## src/rtl/cache_sel_pkg.sv

```systemverilog
// Shared types and constants for the cache selector launch stage.
package cache_sel_pkg;

    typedef enum logic [1:0] {
        ST_IDLE     = 2'd0,
        ST_ARM      = 2'd1,
        ST_LAUNCH   = 2'd2,
        ST_WAIT_ACK = 2'd3
    } sel_state_t;

    localparam int DEF_TAG_W = 20;

    // Route encoding: hit drives valid0, miss/replacement drives valid1.
    localparam logic ROUTE_HIT  = 1'b0;
    localparam logic ROUTE_MISS = 1'b1;

endpackage

```

## src/rtl/sync_toggle_det.sv

```systemverilog
// Multi-flop synchroniser for a two-phase toggle input, with an XOR edge
// detector that emits a one-cycle pulse per transition.
module sync_toggle_det #(
    parameter int SYNC_STAGES = 2
) (
    input  logic clk,
    input  logic rst,
    input  logic async_in,
    output logic pulse
);

    logic [SYNC_STAGES-1:0] sync_q;
    logic                   prev_q;

    always_ff @(posedge clk) begin
        if (!rst) begin
            sync_q <= '0;
            prev_q <= 1'b0;
        end else begin
            sync_q <= {sync_q[SYNC_STAGES-2:0], async_in};
            prev_q <= sync_q[SYNC_STAGES-1];
        end
    end

    assign pulse = sync_q[SYNC_STAGES-1] ^ prev_q;

endmodule

```

## src/rtl/cache_sel_launch.sv

```systemverilog
// Launch stage ahead of the 2-way cache selector: registers one-hot route valids,
// fires a two-phase o_drive and holds until fire and free both return.
// Optional watchdog enabled by defining CACHE_SEL_TIMEOUT_EN.
module cache_sel_launch
    import cache_sel_pkg::*;
#(
    parameter int TAG_W       = DEF_TAG_W,
    parameter int SYNC_STAGES = 2,
    parameter int TIMEOUT_CYC = 255
) (
    input  logic             clk,
    input  logic             rst,
    input  logic             req_valid,
    output logic             req_ready,
    input  logic             req_hit,
    input  logic [TAG_W-1:0] req_tag,
    output logic             o_drive,
    input  logic             i_fire,
    input  logic             i_free,
    output logic             valid0,
    output logic             valid1,
    output logic [TAG_W-1:0] route_tag,
    output logic             busy,
    output logic             timeout_err,
    output sel_state_t       state_dbg
);

    sel_state_t state_q, state_d;
    logic fire_pulse, free_pulse;
    logic fire_seen_q, free_seen_q;
    logic fire_now, free_now;
    logic accept, launch, done;
    logic route_sel;

    sync_toggle_det #(.SYNC_STAGES(SYNC_STAGES)) u_fire_det (
        .clk(clk), .rst(rst), .async_in(i_fire), .pulse(fire_pulse)
    );
    sync_toggle_det #(.SYNC_STAGES(SYNC_STAGES)) u_free_det (
        .clk(clk), .rst(rst), .async_in(i_free), .pulse(free_pulse)
    );

    // An ack arriving in the same cycle counts as already seen.
    assign fire_now  = fire_seen_q | fire_pulse;
    assign free_now  = free_seen_q | free_pulse;
    assign route_sel = req_hit ? ROUTE_HIT : ROUTE_MISS;

    always_ff @(posedge clk) begin
        if (!rst) state_q <= ST_IDLE;
        else      state_q <= state_d;
    end

    always_comb begin
        state_d = state_q;
        accept  = 1'b0;
        launch  = 1'b0;
        done    = 1'b0;
        case (state_q)
            ST_IDLE: begin
                if (req_valid) begin
                    accept  = 1'b1;
                    state_d = ST_ARM;
                end
            end
            ST_ARM:    state_d = ST_LAUNCH;
            ST_LAUNCH: begin
                launch  = 1'b1;
                state_d = ST_WAIT_ACK;
            end
            ST_WAIT_ACK: begin
                if (fire_now && free_now) begin
                    done    = 1'b1;
                    state_d = ST_IDLE;
                end
            end
            default: state_d = ST_IDLE;
        endcase
    end

    always_ff @(posedge clk) begin
        if (!rst) begin
            valid0      <= 1'b0;
            valid1      <= 1'b0;
            route_tag   <= '0;
            o_drive     <= 1'b0;
            fire_seen_q <= 1'b0;
            free_seen_q <= 1'b0;
        end else begin
            if (accept) begin
                valid0    <= (route_sel == ROUTE_HIT);
                valid1    <= (route_sel == ROUTE_MISS);
                route_tag <= req_tag;
            end
            if (launch) begin
                o_drive     <= ~o_drive;
                fire_seen_q <= 1'b0;
                free_seen_q <= 1'b0;
            end
            // Ack edges outside WAIT_ACK are protocol errors and are dropped.
            if (state_q == ST_WAIT_ACK) begin
                fire_seen_q <= fire_now & ~done;
                free_seen_q <= free_now & ~done;
            end
            if (done) begin
                valid0 <= 1'b0;
                valid1 <= 1'b0;
            end
        end
    end

    assign req_ready = rst && (state_q == ST_IDLE);
    assign busy      = (state_q != ST_IDLE);
    assign state_dbg = state_q;

`ifdef CACHE_SEL_TIMEOUT_EN
    localparam int TO_RAW = $clog2(TIMEOUT_CYC + 1);
    localparam int TO_W   = (TO_RAW < 8) ? 8 : ((TO_RAW > 16) ? 16 : TO_RAW);
    localparam logic [TO_W-1:0] TO_LIMIT = TO_W'(TIMEOUT_CYC);

    logic [TO_W-1:0] to_cnt_q, to_cnt_d;
    logic            to_err_q;

    assign to_cnt_d = (to_cnt_q == '1) ? to_cnt_q : to_cnt_q + TO_W'(1);

    always_ff @(posedge clk) begin
        if (!rst) begin
            to_cnt_q <= '0;
            to_err_q <= 1'b0;
        end else if (launch) begin
            to_cnt_q <= '0;
        end else if (state_q == ST_WAIT_ACK) begin
            to_cnt_q <= to_cnt_d;
            if (to_cnt_d >= TO_LIMIT) to_err_q <= 1'b1;
        end
    end

    assign timeout_err = to_err_q;
`else
    logic unused_timeout_cfg;
    assign unused_timeout_cfg = (TIMEOUT_CYC != 0);
    assign timeout_err        = 1'b0;
`endif

endmodule

```

## config.mk

```make
export PLATFORM = sky130hd
export DESIGN_NAME = cache_sel_launch
export DESIGN_NICKNAME = d
export VERILOG_FILES = /design/src/rtl/cache_sel_pkg.sv /design/src/rtl/sync_toggle_det.sv /design/src/rtl/cache_sel_launch.sv
export SDC_FILE = /design/constraint.sdc
export NUM_CORES = 1
export LEC_CHECK = 0
export CAP_MARGIN = 5
export CORE_AREA = 4 4 62 64
export DETAILED_ROUTE_END_ITERATION = 10
export DIE_AREA = 0 0 66 68
export PLACE_DENSITY = 0.79
export SETUP_SLACK_MARGIN = 0.1
export SLEW_MARGIN = 20
export SYNTH_ARGS = -nofsm -noshare
export SYNTH_HDL_FRONTEND = slang
export SYNTH_SLANG_ARGS = --single-unit
export TNS_END_PERCENT = 100
```

## constraint.sdc

```tcl
create_clock -name clk -period 3.38 [get_ports clk]
set_input_delay 0.676 -clock clk [delete_from_list [all_inputs] [get_ports clk]]
set_output_delay 0.676 -clock clk [all_outputs]
set_load 0.03 [all_outputs]
```

==> key figures, run 1 <==
Critical path
  • Worst setup EP type: primary output
  • R2R setup slack: 1.57 ns
  • CP top delay family: buffers and inverters
  • Max incr delay on CP: 0.67 ns
  • Startpoint types: input port
  • Critical path arrival: 1.99 ns
  • CP Capture Point: req_ready
  • Worst setup startpoint: rst
  • Reg2Reg Depth: 6
  • Kind of critical path: in2out
  • CP dominant cell by count: clkdlybuf4s50_1
  • Max FO, Critical Path: 3
  • Worst path depth: 3
  • CP Cell Sequence: clkdlybuf4s50_1 > and2_1 > clkdlybuf4s50_1
  • Slowest cell on crit path: clkdlybuf4s50_1
  • Reg-to-Reg Start: state_dbg[0]$_SDFFE_PN0P_
  • Worst path buffer plus inverter count: 2
  • WP data required: 2.70 ns
  • Reg2Reg Capture Point: valid1$_SDFFE_PP0P_

Clocking
  • Clk_lat worst skew: 0.33 ns
  • H-tree depth: 2
  • Longest Clk Path Bufs: 2
  • CTS root buf: clkbuf_4
  • Clock transition at the registers of the reported paths: 0.09 ns
  • Clock tree from TritonCTS: built
  • Post-CTS resize count: 0
  • Clock sink total: 33
  • Setup bufs post-CTS: 0
  • Hold_buf cts: 0
  • CTS buffer count: 5

Placed design
  • Placed Cells: 237
  • I/O Buffers: 52
  • GP Congestion: 0.6494
  • Detail Placement HPWL: 2170 µm
  • Placed inst area: 0.001842 mm²

Cells and area
  • Area grow syn2layout: 46.33%
  • Final nets: 228
  • Share of cells above drive strength 1: 5.025%
  • Post-route cell area: 0.001893 mm²
  • Ant diodes: 0
  • Non-Filler Instances: 245
  • Register Area: 660.6 µm²
  • Fillers: 300
  • Multi-input logic area: 576.8 µm²

Floorplanning
  • Chip Width: 66 µm
  • Starting Density: 39.39%
  • Rows: 21
  • DIE AREA: 0.004488 mm²
  • Core ar.: 0.003284 mm²
  • I/O pins: 54
  • Die Y: 68 µm

Logic synthesis
  • Synth Cell Area: 0.001294 mm²
  • Seq/Total Area, Yosys: 51.06%
  • YS warnings: 0
  • Number of synthesized flops with an enable pin: 0
  • Yosys reg bits: 33
  • Synth unique cells: 23
  • Top-area cell type share of the netlist area: 51.06%
  • Ys async rst share: 0%
  • Most common cell in the netlist: nand2_1
  • Largest cells by area after synthesis: dfxtp_1, nand2_1, a21boi_1
  • Syn Inst Count: 146
  • Area leader, netlist: dfxtp_1
  • Top_reg_cell synth: dfxtp_1
  • Syn Area/Cell: 8.861 µm²
  • Syn Nets: 176
  • Synth top cells by count: nand2_1, dfxtp_1, a21boi_1, and2_1, inv_1

GRT
  • Gr ovfl total: 0
  • Largest net degree at the start of global routing: 34
  • Initial antenna violation count: 0
  • Gr usage total: 14.31%
  • First-pass GRT wire length: 4816 µm
  • Vias in the first global route: 1145

Route
  • Post-DRT Antenna Nets: 0
  • DRT Wirelength: 2892 µm
  • Routed WL per cell: 11.80 µm
  • Initial DRC Count: 37
  • Drt first pass iters: 4
  • Vias/cell: 4.592
  • Detailed-route DRC error count: 0
  • Routed vias: 1125

STA
  • Final Hold Viols: 0
  • Tightest Pin Transition: 0.7356 ns
  • RSZ-0062 raised after global routing: no
  • Relative slew margins: 50.96%
  • Post-Route Setup TNS: 0 ns
  • Clock skew: 0.007065 ns
  • Slew Viols, Final: 0
  • Final Cycle Share: 78.95%
  • Setup violations, final: 0
  • Minimum clock period: 2.669 ns
  • Fmax: 374.7 MHz

Pwr
  • Clock Power Share: 15.8%
  • Total power: 1.305 mW
  • Gate power share: 45.8%
  • Switching share of power: 39.96%
  • Seq pwr share: 38.4%
  • Worst vdd ir: 353.6 µV
  • Pwr per Cell Area: 689.5 mW/mm²
  • Switching pwr: 0.5216 mW
  • Pleak: 0.7499 nW
  • Internal: 0.7837 mW

Worst hold path
  • Tightest Hold Check Type: reg2reg

Run
  • Max-cap violation count: 0

Outcome
  • Status: completed
-- registers in the layout, summed over array words and instances, names as in the netlist --
register           flops
fire_seen_q            1
u_free_det.sync_q      2
valid0                 1
free_seen_q            1
route_tag             20
u_fire_det.prev_q      1
u_free_det.prev_q      1
valid1                 1
o_drive                1
state_dbg              2
u_fire_det.sync_q      2
-- power groups by stage --
stage	Combinational [mW]	Sequential [mW]	Clock, mW
2_1_floorplan	0.244	0.639	0
3_3_place_gp	0.589	0.505	0
3_5_place_dp	0.605	0.512	0
4_1_cts	0.607	0.503	0.215
5_1_grt	0.652	0.512	0.232
6_report	0.598	0.501	0.206
-- final cells by class --
class / count / area share, %
well taps: 46 / 3.040
multi-input cells: 100 / 30.47
clock inverters: 2 / 0.5287
inverters: 5 / 0.9914
clock buffers: 6 / 2.181
flip-flops and latches: 33 / 34.90
repair buffers: 53 / 27.89
-- through the flow --
stage,hold slack (ns),setup WS [ns],utilization [%]
after CTS,0.4435,0.6935,57.64
after global placement,0.4142,0.7072,56.08
after global routing,0.4569,0.6278,57.64
final,0.4405,0.7113,57.64
after detailed placement,0.4198,0.7078,56.08
after floorplan,0.4119,1.514,-
-- kinds of logic (layout without fill, tap and decap cells) --
group                    count (synthesis)  count (layout)  share of synthesized area, %
buffers and inverters                   13              66                         4.352
flip-flops                              33              33                         51.06
XOR/XNOR                                 3               3                         2.031
adder cells (fa/ha/maj)                  4               4                         3.869
AO/OA/AOI/OAI                           27              27                         15.67
AND/OR/NAND/NOR                         63              63                         21.18
other                                    1               1                        0.2899
multiplexers                             2               2                         1.547
-- placed cells by master (no fill, tap or decap), drive strengths merged --
cell type / count
and2: 9
nand2: 46
o21a: 2
xor2: 3
mux2i: 2
inv: 5
o31ai: 1
clkdlybuf4s50: 52
clkbuf: 6
a21boi: 20
a21oi: 1
nor4: 2
buf: 1
nor2: 3
nor3b: 2
ha: 4
clkinv: 2
nor3: 1
a221oi: 1
conb: 1
o21ai: 2
dfxtp: 33
-- per-layer routing --
| metal | vias to the layer above | global-route usage, % | wire length (µm) |
|---|---|---|---|
| li1 | 570 | - | - |
| met1 | 502 | 14.53 | 1209 |
| met2 | 46 | 24.91 | 1367 |
| met3 | 7 | 6.240 | 258 |
| met4 | 0 | 7.614 | 57 |
| met5 | - | 0 | 0 |
-- how the worst min path moves through the flow --
stage / start / endpoint / cells past startpoint
after detailed placement: u_free_det.sync_q[0]$_SDFF_PN0_ / u_free_det.sync_q[1]$_SDFF_PN0_ / 1
final: u_free_det.sync_q[0]$_SDFF_PN0_ / u_free_det.sync_q[1]$_SDFF_PN0_ / 1
after floorplan: u_fire_det.sync_q[0]$_SDFF_PN0_ / u_fire_det.sync_q[1]$_SDFF_PN0_ / 1
after global placement: u_free_det.sync_q[0]$_SDFF_PN0_ / u_free_det.sync_q[1]$_SDFF_PN0_ / 1
after global routing: u_free_det.sync_q[0]$_SDFF_PN0_ / u_free_det.sync_q[1]$_SDFF_PN0_ / 1
after CTS: u_free_det.sync_q[0]$_SDFF_PN0_ / u_free_det.sync_q[1]$_SDFF_PN0_ / 1
Power figures use the tool's default switching activity.
==> run 2, diff against run 1 <==
--- a/config.mk
+++ b/config.mk
@@ -6,10 +6,10 @@
 export NUM_CORES = 1
 export LEC_CHECK = 0
 export CAP_MARGIN = 5
-export CORE_AREA = 4 4 62 64
+export CORE_AREA = 4 4 65 67
 export DETAILED_ROUTE_END_ITERATION = 10
-export DIE_AREA = 0 0 66 68
-export PLACE_DENSITY = 0.79
+export DIE_AREA = 0 0 69 71
+export PLACE_DENSITY = 0.76
 export SETUP_SLACK_MARGIN = 0.1
 export SLEW_MARGIN = 20
 export SYNTH_ARGS = -nofsm -noshare
==> constraint.sdc (replaced) <==
create_clock -name clk -period 2.2 [get_ports clk]
set_input_delay 0.44 -clock clk [delete_from_list [all_inputs] [get_ports clk]]
set_output_delay 0.44 -clock clk [all_outputs]
set_load 0.03 [all_outputs]
==> key figures, run 2 (synthesized netlist as in run 1, its figures left out) <==
STA
  • Post-Route Setup TNS: 0 ns
  • Fmax: 533.8 MHz
  • Final Cycle Share: 85.16%
  • Slew Viols, Final: 0
  • Clock skew: 0.006041 ns
  • Final Hold Viols: 0
  • RSZ-0062 raised after global routing: no
  • Setup violations, final: 0
  • Minimum clock period: 1.873 ns

Clocking
  • Longest Clk Path Bufs: 2
  • Setup bufs post-CTS: 0
  • CTS buffer count: 5
  • Clock sink total: 33
  • CTS root buf: clkbuf_8
  • Clk_lat worst skew: 0.28 ns
  • H-tree depth: 2
  • Clock tree from TritonCTS: built
  • Clock transition at the registers of the reported paths: 0.06 ns

Critical path
  • WP data required: 1.76 ns
  • Worst setup EP type: primary output
  • Max FO, Critical Path: 5
  • Reg2Reg Depth: 6
  • Kind of critical path: reg2out
  • Critical path arrival: 1.43 ns
  • Startpoint types: register

Worst hold path
  • Worst Hold Path Cells: 1
  • Tightest Hold Check Type: reg2reg

Cells and area
  • Finished Core Util: 54.03%
  • Area grow syn2layout: 51.74%
  • Ant diodes: 0
  • Max reg flops: 20
  • Commonest non-fill, non-tap cells in the layout: clkdlybuf4s50_1, nand2_1, dfxtp_1
  • Share of cells above drive strength 1: 6.468%
  • Non-Filler Instances: 249
  • Commonest non-fill, non-tap cell in the layout: clkdlybuf4s50_1
  • Top reg by flops: route_tag
  • Final nets: 230

Pwr
  • Switching share of power: 37.55%
  • Seq pwr share: 35.8%
  • Worst vdd ir: 533.7 µV
  • Pwr per Cell Area: 1094 mW/mm²
  • Pleak: 0.7853 nW
  • Internal: 1.341 mW
  • Clock Power Share: 19.5%
  • Gate power share: 44.7%
  • Switching pwr: 0.8064 mW

GRT
  • Largest net degree at the start of global routing: 35
  • Vias in the first global route: 998
  • First-pass GRT wire length: 4450 µm
  • Initial antenna violation count: 0
  • Gr usage total: 11.20%
  • Gr ovfl total: 0

Run
  • Max-cap violation count: 0

Placed design
  • I/O Buffers: 52
  • Detail Placement HPWL: 2005 µm
  • GP Congestion: 0.6952
  • Placed Cells: 241

Route
  • Post-DRT Antenna Nets: 0
  • Drt first pass iters: 4
  • Routed WL per cell: 10.85 µm
  • Detailed-route DRC error count: 0
  • Routed vias: 1090
  • Initial DRC Count: 67
  • Vias/cell: 4.378
  • DRT Wirelength: 2701 µm

Floorplanning
  • Starting Density: 35.61%
  • Chip Width: 69 µm
  • Rows: 22
  • DIE AREA: 0.004899 mm²
  • I/O pins: 54
  • Core ar.: 0.003633 mm²
  • Die Y: 71 µm

Outcome
  • Status: completed
[run 2: area by class of cell]
cell class | count | area (µm²)
clock buffer | 6 | 72.57
clock inverter | 2 | 10.01
fill | 348 | 1670
inverter | 5 | 18.77
multi-input combinational | 100 | 576.8
sequential | 33 | 660.6
tap | 48 | 60.06
timing repair buffer | 55 | 564.3
[run 2: worst paths after layout]
check	start	endpoint	slack [ns]
hold reg to reg	u_free_det.sync_q[0]$_SDFF_PN0_	u_free_det.sync_q[1]$_SDFF_PN0_	0.44
setup / recovery	state_dbg[0]$_SDFFE_PN0P_	busy	0.33
setup reg to reg	state_dbg[0]$_SDFFE_PN0P_	route_tag[16]$_SDFFE_PN0P_	0.69
hold / removal	u_free_det.sync_q[0]$_SDFF_PN0_	u_free_det.sync_q[1]$_SDFF_PN0_	0.44
[run 2: timing repair]
| action | CTS | global route |
|---|---|---|
| hold buffers | 0 | 0 |
| resized for setup | 1 | 0 |
| endpoints found under the setup margin | 1 | 0 |
[run 2: worst max-delay path: stages (launching register included)]
cell	delay, ns
dfxtp_1	0.37
inv_1	0.09
ha_1	0.25
inv_1	0.06
dlygate4sd2_1	0.39
[run 2: through the flow]
step	hold WS [ns]	total power, mW	cell area [µm²]	worst slack (ns)
6_report	0.4389	2.147	1963	0.3265
5_1_grt	0.4660	2.283	1963	0.2210
4_1_cts	0.4439	2.188	1963	0.3022
3_5_place_dp	0.4294	1.766	1882	0.3355
3_3_place_gp	0.4143	1.754	1882	0.3568
2_1_floorplan	0.4119	1.357	1294	0.5887
[run 2: power by group through the flow]
stage	Clock, mW	Sequential (mW)	Combinational (mW)
after global routing	0.461	0.782	1.04
after detailed placement	0	0.783	0.984
after global placement	0	0.778	0.976
after CTS	0.443	0.769	0.976
final	0.419	0.769	0.960
after floorplan	0	0.982	0.375
[run 2: routing by layer]
metal / wire [µm] / GRT usage (%)
met1: 1244 / 12.86
met2: 1223 / 18.01
met3: 196 / 4.830
met4: 37 / 5.206
met5: 0 / 0
==> run 3, diff against run 2 <==
--- a/config.mk
+++ b/config.mk
@@ -11,7 +11,6 @@
 export DIE_AREA = 0 0 69 71
 export PLACE_DENSITY = 0.76
 export SETUP_SLACK_MARGIN = 0.1
-export SLEW_MARGIN = 20
 export SYNTH_ARGS = -nofsm -noshare
 export SYNTH_HDL_FRONTEND = slang
 export SYNTH_SLANG_ARGS = --single-unit
==> results of run 3 <==
The final DEF is identical to that of run 2; final timing and power are the same.
==> variant, RTL diff (config.mk and constraints of run 2) <==
Register the output `state_dbg` once more; this adds one clock of latency there. The other outputs are not delayed to match.
--- a/src/rtl/cache_sel_launch.sv
+++ b/src/rtl/cache_sel_launch.sv
@@ -109,7 +109,9 @@
 
     assign req_ready = rst && (state_q == ST_IDLE);
     assign busy      = (state_q != ST_IDLE);
-    assign state_dbg = state_q;
+    always_ff @(posedge clk) begin
+        state_dbg <= state_q;
+    end
 
 `ifdef CACHE_SEL_TIMEOUT_EN
     localparam int TO_RAW = $clog2(TIMEOUT_CYC + 1);
Check against the original RTL: not equivalent (a bounded check fails within 4 cycles, from zero or initial values and one cycle with rst low).
==> variant against run 2 <==
- clock skew down 0.0028 ns
- critical path depth unchanged
- combinational power down 4.2%
- sequential cell count up 2
- total power up 2.2%
- sequential share of layout area up 1.7 points
- cell area up 1.0%
- core utilization up 0.55 points
- area after synthesis up 3.1%
- routed wire length up 1.7%
- setup slack worse by 0.030 ns
- highest routed layer unchanged
==> variant: results (changes against run 2) <==
.. list-table::
   :header-rows: 1

   * - Metric
     - Value
   * - Leading cell types by count after synthesis
     - 46 x sky130_fd_sc_hd__nand2_1, 35 x sky130_fd_sc_hd__dfxtp_1, 19 x sky130_fd_sc_hd__a21boi_1 (was 46 x sky130_fd_sc_hd__nand2_1, 33 x sky130_fd_sc_hd__dfxtp_1, 19 x sky130_fd_sc_hd__a21boi_1)
   * - DP Worst Slack
     - 0.314 ns (was 0.336 ns)
   * - Wire length of the first global-routing pass
     - 4.49 mm (was 4.45 mm)
   * - Critical path fanouts, max
     - 5 (unchanged)
   * - Count of distinct cell types in the synthesized netlist
     - 23 (unchanged)
   * - Maximum ir drop on the vdd rail
     - 0.618 mV (was 0.534 mV)
   * - Drt initial violations
     - 83 (was 67)
   * - Pin count of the biggest net entering global routing
     - 35 (unchanged)
   * - Largest clock skew in the final design
     - 0.00324 ns (was 0.00604 ns)
   * - Most flops, register
     - route_tag (unchanged)
   * - Predominant post-synthesis flop cell
     - sky130_fd_sc_hd__dfxtp_1 (unchanged)
   * - Routability congestion estimate from global placement
     - 0.718 (was 0.695)
   * - Vias per cell
     - 4.39 (was 4.38)
   * - Number of detailed-routing iterations run before antenna repair
     - 2 (was 4)
   * - Final layout net count
     - 232 (was 230)
   * - LEAKAGE
     - 0.795 nW (was 0.785 nW)
   * - Vias in the first global route
     - 1030 (was 998)
   * - Post-synthesis sequential area ratio
     - 52.5% (was 51.1%)
   * - GRT Resource Usage Total
     - 11.6% (was 11.2%)
   * - Run status
     - completed (unchanged)
   * - Critical path arrival
     - 1.46 ns (was 1.43 ns)
   * - Share of layout cells above drive strength 1
     - 6.44% (was 6.47%)
   * - Sum of routed wire length over all layers
     - 2.75 mm (was 2.70 mm)
   * - Post-synthesis net count
     - 178 (was 176)
   * - Maximum buffer depth of the clock tree
     - 2 (unchanged)
   * - Detailed placement HPWL
     - 1.98 mm (was 2.01 mm)
   * - Filler cell count
     - 343 (was 348)
   * - Type of the worst min-delay path
     - reg -> reg (unchanged)
   * - Cell types with the largest area share after synthesis
     - sky130_fd_sc_hd__dfxtp_1 53%, sky130_fd_sc_hd__nand2_1 13%, sky130_fd_sc_hd__a21boi_1 11% (was sky130_fd_sc_hd__dfxtp_1 51%, sky130_fd_sc_hd__nand2_1 13%, sky130_fd_sc_hd__a21boi_1 11%)
## variant: critical path: cells and delay by family, from the launching register on
family,cells,cell delay [ns]
flops,1,0.37
buf+inv,3,0.55
fa+ha+maj,1,0.26
## variant: final cells by class
class	instances	area (sq um)	area share (%)
clock buffers	6	82.6	4.16
clock inverters	1	5.00	0.252
well taps	48	60.1	3.03
inverters	5	18.8	0.946
repair buffers	55	539	27.2
multi-input cells	100	577	29.1
flip-flops and latches	35	701	35.3
## variant: worst paths after layout
path                                 start       endpoint  slack (ns)  cells after the start
worst min-delay path            state_q[0]   state_dbg[0]        0.40                      0
worst max-delay path            state_q[0]           busy        0.30                      4
worst max register to register  state_q[0]  route_tag[17]        0.70                      6
worst min register to register  state_q[0]   state_dbg[0]        0.40                      0
## variant: kinds of logic after synthesis
family	count (synthesis)	synth area share, %
AO/OA/AOI/OAI	27	15.2
flip-flops	35	52.5
other	1	0.281
XOR/XNOR	3	1.97
adder cells (fa/ha/maj)	4	3.75
multiplexers	2	1.50
buffers and inverters	13	4.22
AND/OR/NAND/NOR	63	20.5
## variant: through the flow
step	hold WS [ns]	total power [mW]	utilization, %	cells	area, sq um
CTS	0.400	2.24	54.6	250	1980
finish	0.397	2.19	54.6	250	1980
global route	0.416	2.34	54.6	250	1980
global placement	0.376	1.77	52.2	243	1900
floorplan	0.368	1.41	-	148	1330
detailed placement	0.390	1.79	52.2	243	1900
## variant: layer usage
metal	track usage, %	share of wire [%]
met5	0	0
met3	4.40	7.3
met1	12.9	45
met2	19.2	46
met4	6.51	1.9
## variant: where the power goes
group / internal, mW / leakage, nW / switching [mW] / total (mW)
Sequential: 0.761 / 0.287 / 0.0645 / 0.825
Combinational: 0.380 / 0.460 / 0.540 / 0.920
Clock: 0.245 / 0.0470 / 0.204 / 0.450
## variant: repair_timing
action,in CTS,in global routing
gates resized for setup,1,0
endpoints found under the setup margin,1,0
endpoints found under the hold margin,0,0
